File: src/rtl/csla_flag_stage.sv
// csla_flag_stage: registered result/flag stage behind the carry-select adder mux,
// latency: 1 cycle (entry accepted at edge k is on out_* in cycle k+1),
// backpressure: 2-entry skid buffer; in_ready is registered and drops once both entries are occupied.
//
// Ports
//   clk, rst_n            : clock (rising edge), asynchronous active-low reset
//   in_valid / in_ready   : upstream handshake (in_ready registered)
//   in_result, in_c, in_v : selected sum, carry out, signed overflow
//   in_cmp_op             : RISC-V branch funct3 of the operation
//   out_valid / out_ready : downstream handshake for the head entry
//   out_result, out_n/z/c/v, out_taken : registered head payload, flags and branch outcome
//   ovf_clr, ovf_count    : synchronous clear and saturating count of accepted V=1 entries
//
// Build option: define CSLA_OVF_CNT_EN to build the overflow event counter. Without it
// ovf_count is tied to zero, ovf_clr is ignored and no counter flops exist.

module csla_flag_stage #(
    parameter int WIDTH = 32,
    parameter int CNT_W = 16
) (
    input  logic             clk,
    input  logic             rst_n,

    input  logic             in_valid,
    output logic             in_ready,
    input  logic [WIDTH-1:0] in_result,
    input  logic             in_c,
    input  logic             in_v,
    input  logic [2:0]       in_cmp_op,

    output logic             out_valid,
    input  logic             out_ready,
    output logic [WIDTH-1:0] out_result,
    output logic             out_n,
    output logic             out_z,
    output logic             out_c,
    output logic             out_v,
    output logic             out_taken,

    input  logic             ovf_clr,
    output logic [CNT_W-1:0] ovf_count
);

    // One buffered entry: payload plus everything derived from it at capture time,
    // so the output side never recomputes anything from the head register.
    typedef struct packed {
        logic [WIDTH-1:0] result;
        logic             n;
        logic             z;
        logic             c;
        logic             v;
        logic             taken;
    } entry_t;

    typedef enum logic [1:0] {
        S_EMPTY = 2'd0,
        S_ONE   = 2'd1,
        S_TWO   = 2'd2
    } state_e;

    // Branch condition from flags of a+~b+1. C=1 means a >= b unsigned;
    // N^V is the true sign of the signed difference.
    function automatic logic branch_taken(
        input logic [2:0] op,
        input logic       n,
        input logic       z,
        input logic       c,
        input logic       v
    );
        logic t;
        case (op)
            3'b000:  t = z;          // BEQ
            3'b001:  t = ~z;         // BNE
            3'b100:  t = n ^ v;      // BLT
            3'b101:  t = ~(n ^ v);   // BGE
            3'b110:  t = ~c;         // BLTU
            3'b111:  t = c;          // BGEU
            default: t = 1'b0;       // 010/011 are not branch encodings
        endcase
        return t;
    endfunction

    state_e state_q, state_d;
    entry_t head_q,  head_d;
    entry_t skid_q,  skid_d;
    logic   in_ready_q;
    logic   out_valid_q;

    entry_t in_entry;
    logic   accept;
    logic   pop;

    // Flags are formed here, once, on the way in.
    always_comb begin
        in_entry        = '0;
        in_entry.result = in_result;
        in_entry.n      = in_result[WIDTH-1];
        in_entry.z      = (in_result == '0);
        in_entry.c      = in_c;
        in_entry.v      = in_v;
        in_entry.taken  = branch_taken(in_cmp_op, in_result[WIDTH-1],
                                       (in_result == '0), in_c, in_v);
    end

    assign accept = in_valid & in_ready_q;
    assign pop    = out_valid_q & out_ready;

    // Skid control. The head register always holds the oldest entry; the skid
    // register is only meaningful in S_TWO and refills the head on the next pop.
    always_comb begin
        state_d = state_q;
        head_d  = head_q;
        skid_d  = skid_q;
        case (state_q)
            S_EMPTY: begin
                if (accept) begin
                    head_d  = in_entry;
                    state_d = S_ONE;
                end
            end
            S_ONE: begin
                case ({accept, pop})
                    2'b10: begin
                        skid_d  = in_entry;
                        state_d = S_TWO;
                    end
                    2'b11: begin
                        // Head leaves and is replaced in the same edge: full throughput.
                        head_d  = in_entry;
                    end
                    2'b01: begin
                        state_d = S_EMPTY;
                    end
                    default: begin
                    end
                endcase
            end
            S_TWO: begin
                // in_ready is low here, so accept cannot occur.
                if (pop) begin
                    head_d  = skid_q;
                    state_d = S_ONE;
                end
            end
            default: begin
                state_d = S_EMPTY;
            end
        endcase
    end

    // in_ready and out_valid are registered from the next state so neither
    // handshake output has a combinational path from the opposite side.
    always_ff @(posedge clk or negedge rst_n) begin
        if (!rst_n) begin
            state_q     <= S_EMPTY;
            head_q      <= '0;
            skid_q      <= '0;
            in_ready_q  <= 1'b1;
            out_valid_q <= 1'b0;
        end else begin
            state_q     <= state_d;
            head_q      <= head_d;
            skid_q      <= skid_d;
            in_ready_q  <= (state_d != S_TWO);
            out_valid_q <= (state_d != S_EMPTY);
        end
    end

    assign in_ready   = in_ready_q;
    assign out_valid  = out_valid_q;
    assign out_result = head_q.result;
    assign out_n      = head_q.n;
    assign out_z      = head_q.z;
    assign out_c      = head_q.c;
    assign out_v      = head_q.v;
    assign out_taken  = head_q.taken;

`ifdef CSLA_OVF_CNT_EN
    logic [CNT_W-1:0] ovf_cnt_q, ovf_cnt_d;

    // Clear has priority over a same-cycle increment; the count sticks at all-ones.
    always_comb begin
        ovf_cnt_d = ovf_cnt_q;
        if (ovf_clr) begin
            ovf_cnt_d = '0;
        end else if (accept && in_v && !(&ovf_cnt_q)) begin
            ovf_cnt_d = ovf_cnt_q + {{(CNT_W-1){1'b0}}, 1'b1};
        end
    end

    always_ff @(posedge clk or negedge rst_n) begin
        if (!rst_n) begin
            ovf_cnt_q <= '0;
        end else begin
            ovf_cnt_q <= ovf_cnt_d;
        end
    end

    assign ovf_count = ovf_cnt_q;
`else
    logic unused_ovf_clr;
    assign unused_ovf_clr = ovf_clr;
    assign ovf_count      = '0;
`endif

endmodule

File: config.mk
export PLATFORM = sky130hd
export DESIGN_NAME = csla_flag_stage
export DESIGN_NICKNAME = d
export VERILOG_FILES = /design/src/rtl/csla_flag_stage.sv
export SDC_FILE = /design/constraint.sdc
export NUM_CORES = 1
export LEC_CHECK = 0
export CORE_AREA = 2 2 102 84
export CTS_BUF_LIST = sky130_fd_sc_hd__clkbuf_16
export DETAILED_ROUTE_END_ITERATION = 7
export DIE_AREA = 0 0 104 86
export PLACE_DENSITY = 0.84
export SYNTH_ARGS = -nofsm -noshare
export SYNTH_HDL_FRONTEND = slang
export SYNTH_SLANG_ARGS = --single-unit
File: constraint.sdc
create_clock -name clk -period 2.27 [get_ports clk]
set_clock_uncertainty 0.2 [all_clocks]
set_input_delay 0.454 -clock clk [delete_from_list [all_inputs] [get_ports clk]]
set_output_delay 0.454 -clock clk [all_outputs]
set_load 0.03 [all_outputs]
==> results of run 1 <==
-- worst max path at each step --
stage,startpoint,endpoint,slack [ps],cells after the start
global route,in_result[0],out_taken,20,7
finish,in_ready,in_ready,90,1
detailed placement,in_result[26],out_taken,-210,7
floorplan,in_ready,out_c,400,4
global placement,in_result[26],out_taken,-170,7
CTS,in_ready,in_ready,80,1
-- final cells by class --
type	count	share of cell area, %
clock inverters	7	1.26
multi-input cells	234	29.1
flip-flops and latches	76	39.9
clock buffers	9	4.72
well taps	108	2.83
inverters	2	0.157
repair buffers	107	22.0
-- what timing repair did --
action	4_1_cts	5_1_grt
buffers inserted	0	0
resized for setup	0	1
endpoints found under the hold margin	29	0
endpoints found under the setup margin	0	2
hold buffers	1	0
-- logic make-up after synthesis --
logic type / after synthesis
and+or+nand+nor: 132
buffers and inverters: 37
DFF: 76
muxes: 36
xor gates and xnor gates: 2
AOI/OAI and AO/OA: 48
other: 1
-- report_power, final --
| part | total, W | switching, W | internal (W) |
|---|---|---|---|
| logic | 0.00304 | 0.00165 | 0.00138 |
| registers | 0.00243 | 0.000390 | 0.00204 |
| clock network | 0.00135 | 0.000518 | 0.000836 |
-- through the flow --
stage | hold WS, ps | worst slack (ps) | total power (W) | util [%] | instances
floorplan | -41.6 | 405 | 0.00438 | - | 347
global placement | 209 | -172 | 0.00537 | 57.0 | 526
detailed placement | 218 | -210 | 0.00551 | 57.0 | 526
CTS | 305 | 76.2 | 0.00688 | 60.8 | 543
global route | 316 | 15.2 | 0.00725 | 60.8 | 543
finish | 307 | 91.2 | 0.00682 | 60.8 | 543
-- synthesized netlist by cell type, types with 2 or more instances --
library cell	n	area share, %
xnor2_1	2	0.50
nand2b_1	2	0.36
o211ai_1	2	0.43
buf_6	7	2.3
inv_1	2	0.21
a21oi_1	2	0.29
buf_4	18	3.9
a31oi_1	36	6.4
clkbuf_1	2	0.21
mux2_2	35	11
nor2_1	37	4.0
nor4_1	8	1.4
dfrtp_1	75	54
nand2_1	77	8.3
nand4_1	2	0.36
o21ai_0	2	0.29
buf_2	8	1.1
-- flip-flops by register name, summed over array words and instances (netlist names) --
name / cells
skid_q: 36
out_z: 1
in_ready: 1
out_c: 1
out_v: 1
state_q: 2
out_result: 32
out_taken: 1
out_valid: 1
-- layer usage --
layer | global-route usage, % | share of wire [%] | wire length (um) | vias to the layer above
li1 | - | - | - | 1303
met1 | 22.9 | 44 | 3430 | 1311
met2 | 31.0 | 48 | 3770 | 88
met3 | 4.94 | 5.5 | 431 | 21
met4 | 7.13 | 2.3 | 181 | 0
met5 | 0 | 0 | 0 | -
==> summary.txt, run 1 <==
Floorplan
  – Starting Density: 44.6%
  – DIE AREA: 8940 um2
  – Die Ht: 86 um
  – Core ar.: 7840 um2
  – Die W: 104 um
  – Rows: 29
  – Ports: 97

Critical path
  – Worst path required time: 1620 ps
  – Crit end category: output pin
  – CP top delay family: buffers and inverters
  – Crit path DAT: 1520 ps
  – CP Class: reg -> out
  – Reg2reg end: skid_q[0]
  – CP bufs+invs: 1
  – Largest stage delay on the critical path: 670 ps
  – CP max-delay cell: clkdlybuf4s50_1
  – R2R setup slack: 400 ps
  – Critical R2R Launch: in_ready
  – Critical path fanouts, max: 3
  – R2r worst-path depth: 6
  – Startpoint types: flip-flop
  – Worst path cell trace: clkdlybuf4s50_1

Logic synthesis
  – Synthesized area: 3490 um2
  – Syn Inst Count: 332
  – Number of synthesized flops with an enable pin: 0
  – Post-synth cell types: 32
  – Syn_area_per_cell: 10.5 um2
  – Post-synthesis compound-gate area fraction: 9.89%
  – Register bit total from synthesis: 76
  – Register area share after synthesis: 54.5%
  – Post-synthesis xor/xnor area fraction: 0.501%
  – Largest family of logic cells by synthesized area: simple AND/OR/NAND/NOR gates
  – Adder-Cell Fraction of Synth Area: 0%
  – FFs w/ async S/R, synth: 100%
  – Simple-gate share of the synthesized area: 15.8%
  – Most common flop cell mapped by yosys: dfrtp_1
  – Yosys Warn Count: 0
  – Multiplexer area fraction after synthesis: 11.6%

Cells and area
  – Filler cells: 673
  – Fin area: 4770 um2
  – Area growth from synthesis to final layout: 36.5%
  – Fin nets: 472
  – Commonest cells after routing, fill and taps aside: 78 x clkdlybuf4s50_1, 77 x nand2_1, 75 x dfrtp_1
  – Register area: 1900 um2
  – Layout cells sized above 1: 19.5%
  – Most common cell after layout, fill and taps aside: clkdlybuf4s50_1
  – Area of the multi-input gates: 1390 um2
  – # diodes: 0

Min path
  – Hold depth: 1
  – Hold Path End: skid_q[26]
  – Worst min path class: reg -> reg
  – Worst hold path startpoint: skid_q[26]

Global route
  – Global-route wire length before repair: 13100 um
  – Total GRT Usage: 18.4%
  – Largest net degree at the start of global routing: 47
  – Vias in the first global route: 2738
  – Total congestion overflow: 0
  – Antenna violations before repair: 0

Placement
  – Dpl hpwl: 5600 um
  – Placed Area: 4470 um2
  – GPL Wtd Cong: 0.743
  – Buffers on Ports: 79

Drt
  – Number of vias per cell: 5.01
  – DR pass1 iterations: 4
  – Iter 0 DRT Violations: 94
  – Vias: 2723
  – Total Routed Length: 7810 um
  – DRC: 0
  – Post-route ant nets: 0
  – Wire per inst: 14.4 um

Timing
  – RSZ-0062 raised after global routing: false
  – Max-slew violations: 0
  – Max Freq: 459 MHz
  – Final setup viols: 0
  – Final setup TNS: 0 ps
  – Post-route minimum period: 2180 ps
  – Final period util: 96.0%
  – Endpoints failing hold: 0

Job
  – Max-cap violations: 0

Power
  – Leakage: 2.06 nW
  – P per Cell Area: 1430 nW/um2
  – Max VDD drop: 0.487 mV

Clock network
  – Root Buffer: clkbuf_16
  – CTS tree: built
  – Max clock buf depth: 2
  – Clock transition at path regs: 60 ps
  – Sink Count: 76
  – H-tree Lvls: 3
  – Num CTS Buffers: 9
  – Clock Latency Late Sink: 320 ps

Run status
  – Status: finished, final reports clean
Note: power is estimated with default switching activity, not from simulation.
==> run 2, diff against run 1 <==
--- a/config.mk
+++ b/config.mk
@@ -5,6 +5,7 @@
 export SDC_FILE = /design/constraint.sdc
 export NUM_CORES = 1
 export LEC_CHECK = 0
+export CAP_MARGIN = 10
 export CORE_AREA = 2 2 102 84
 export CTS_BUF_LIST = sky130_fd_sc_hd__clkbuf_16
 export DETAILED_ROUTE_END_ITERATION = 7
==> results of run 2 <==
Final layout, timing and power as in run 1 (identical DEF).
==> run 3, diff against run 2 <==
--- a/config.mk
+++ b/config.mk
@@ -10,7 +10,9 @@
 export CTS_BUF_LIST = sky130_fd_sc_hd__clkbuf_16
 export DETAILED_ROUTE_END_ITERATION = 7
 export DIE_AREA = 0 0 104 86
+export MAX_ROUTING_LAYER = met4
 export PLACE_DENSITY = 0.84
+export RECOVER_POWER = 100
 export SYNTH_ARGS = -nofsm -noshare
 export SYNTH_HDL_FRONTEND = slang
 export SYNTH_SLANG_ARGS = --single-unit
==> run 3 against run 2 <==
Against the previous run:
- non-clock buffer count stayed put
- via count is 0.62% lower
- cell count unchanged
==> summary.txt, run 3 (synthesis gave the netlist of run 1 again) <==
Power
  – Leakage: 2.03 nW
  – Max VDD drop: 0.472 mV
  – P per Cell Area: 1400 nW/um2

Drt
  – Number of vias per cell: 4.98
  – Iter 0 DRT Violations: 102
  – Vias: 2706
  – Wire per inst: 14.4 um
  – Post-route ant nets: 0
  – DRC: 0
  – DR pass1 iterations: 4
  – Total Routed Length: 7820 um

Critical path
  – Critical path fanouts, max: 3
  – CP bufs+invs: 1
  – Worst Setup SP: in_ready
  – Crit path DAT: 1530 ps
  – Critical R2R Launch: in_ready
  – CP Class: reg -> out
  – Critical path depth: 1
  – CP top delay family: buffers and inverters
  – Setup crit end: in_ready
  – Reg2reg end: skid_q[0]
  – Largest stage delay on the critical path: 680 ps
  – Crit end category: output pin
  – Worst path cell trace: clkdlybuf4s50_1
  – R2r worst-path depth: 6
  – Worst path required time: 1620 ps
  – R2R setup slack: 210 ps
  – CP max-delay cell: clkdlybuf4s50_1
  – Startpoint types: flip-flop

Cells and area
  – # diodes: 0
  – Top reg by flops: skid_q
  – Final core utilization: 60.3%
  – Commonest cells after routing, fill and taps aside: 77 x nand2_1, 75 x dfrtp_1, 40 x clkdlybuf4s50_1
  – Layout cells sized above 1: 18.9%
  – Max reg flops: 36
  – Area growth from synthesis to final layout: 35.4%
  – Most common cell after layout, fill and taps aside: nand2_1
  – Fin nets: 472
  – Fin area: 4730 um2

Timing
  – Final setup TNS: 0 ps
  – Endpoints failing hold: 0
  – Max Freq: 457 MHz
  – RSZ-0062 raised after global routing: false
  – Max-slew violations: 0
  – Final period util: 96.4%
  – Measured slew at the worst slew-check pin: 814 ps
  – Post-route minimum period: 2190 ps
  – Max-slew headroom: 45.7%
  – Setup ws final: 81.1 ps
  – Final setup viols: 0

Global route
  – Antenna violations before repair: 0
  – Total congestion overflow: 0
  – Total GRT Usage: 19.0%
  – Vias in the first global route: 2730
  – Largest net degree at the start of global routing: 47
  – Global-route wire length before repair: 13100 um

Floorplan
  – Core ar.: 7840 um2
  – DIE AREA: 8940 um2
  – Rows: 29
  – Starting Density: 44.6%
  – Die Ht: 86 um
  – Die W: 104 um
  – Ports: 97

Placement
  – Pre-CTS WS: -210 ps
  – Dpl hpwl: 5600 um
  – Placed Area: 4470 um2
  – Buffers on Ports: 79
  – GPL Wtd Cong: 0.752

Clock network
  – Root Buffer: clkbuf_16
  – Num CTS Buffers: 9
  – CTS tree: built
  – Max clock buf depth: 2
  – Clock Latency Late Sink: 320 ps
  – Sink Count: 76
  – Setup Buffers After CTS: 0
  – H-tree Lvls: 3
  – Clock transition at path regs: 60 ps

Job
  – Max-cap violations: 0

Run status
  – Status: finished, final reports clean

Min path
  – Worst min path class: reg -> reg
[run 3: layout make-up]
class	instances	area, um2
clock buffers	9	225
clock inverters	7	60.1
fillers	679	3110
inverters	2	7.51
multi-input cells	234	1370
flip-flops and latches	76	1900
well taps	108	135
repair buffers	107	1030
[run 3: repair_timing]
item / CTS / global route
setup endpoints to repair: 0 / 2
hold buffers: 1 / 0
endpoints found under the hold margin: 29 / 0
gates resized for setup: 0 / 1
[run 3: worst min-delay path by stage]
stage	from	endpoint	slack (ps)	cells past startpoint
finish	skid_q[26]	skid_q[26]	310	1
floorplan	rst_n	out_c	-40	0
CTS	skid_q[26]	skid_q[26]	310	1
global placement	rst_n	state_q[1]	210	1
global route	skid_q[36]	skid_q[36]	320	1
detailed placement	rst_n	state_q[1]	220	1
[run 3: power by group]
group | internal [W] | leakage, nW | switching (W)
combinational | 0.00123 | 1.01 | 0.00164
sequential | 0.00203 | 0.875 | 0.000367
clock | 0.000836 | 0.148 | 0.000512
total | 0.00410 | 2.03 | 0.00252
[run 3: metal layers]
| layer | vias to the layer above | GRT usage (%) | part of all wire, % |
|---|---|---|---|
| li1 | 1306 | - | - |
| met1 | 1313 | 23.3 | 45 |
| met5 | - | - | 0 |
| met2 | 73 | 31.0 | 50 |
| met3 | 14 | 4.56 | 3.8 |
| met4 | 0 | 7.13 | 1.5 |
[run 3: per-stage QoR]
step,total power (W),instances,hold WS [ps]
after global routing,0.00707,543,316
after CTS,0.00688,543,305
after global placement,0.00537,526,209
final,0.00662,543,307
after detailed placement,0.00551,526,218
after floorplan,0.00438,347,-41.6
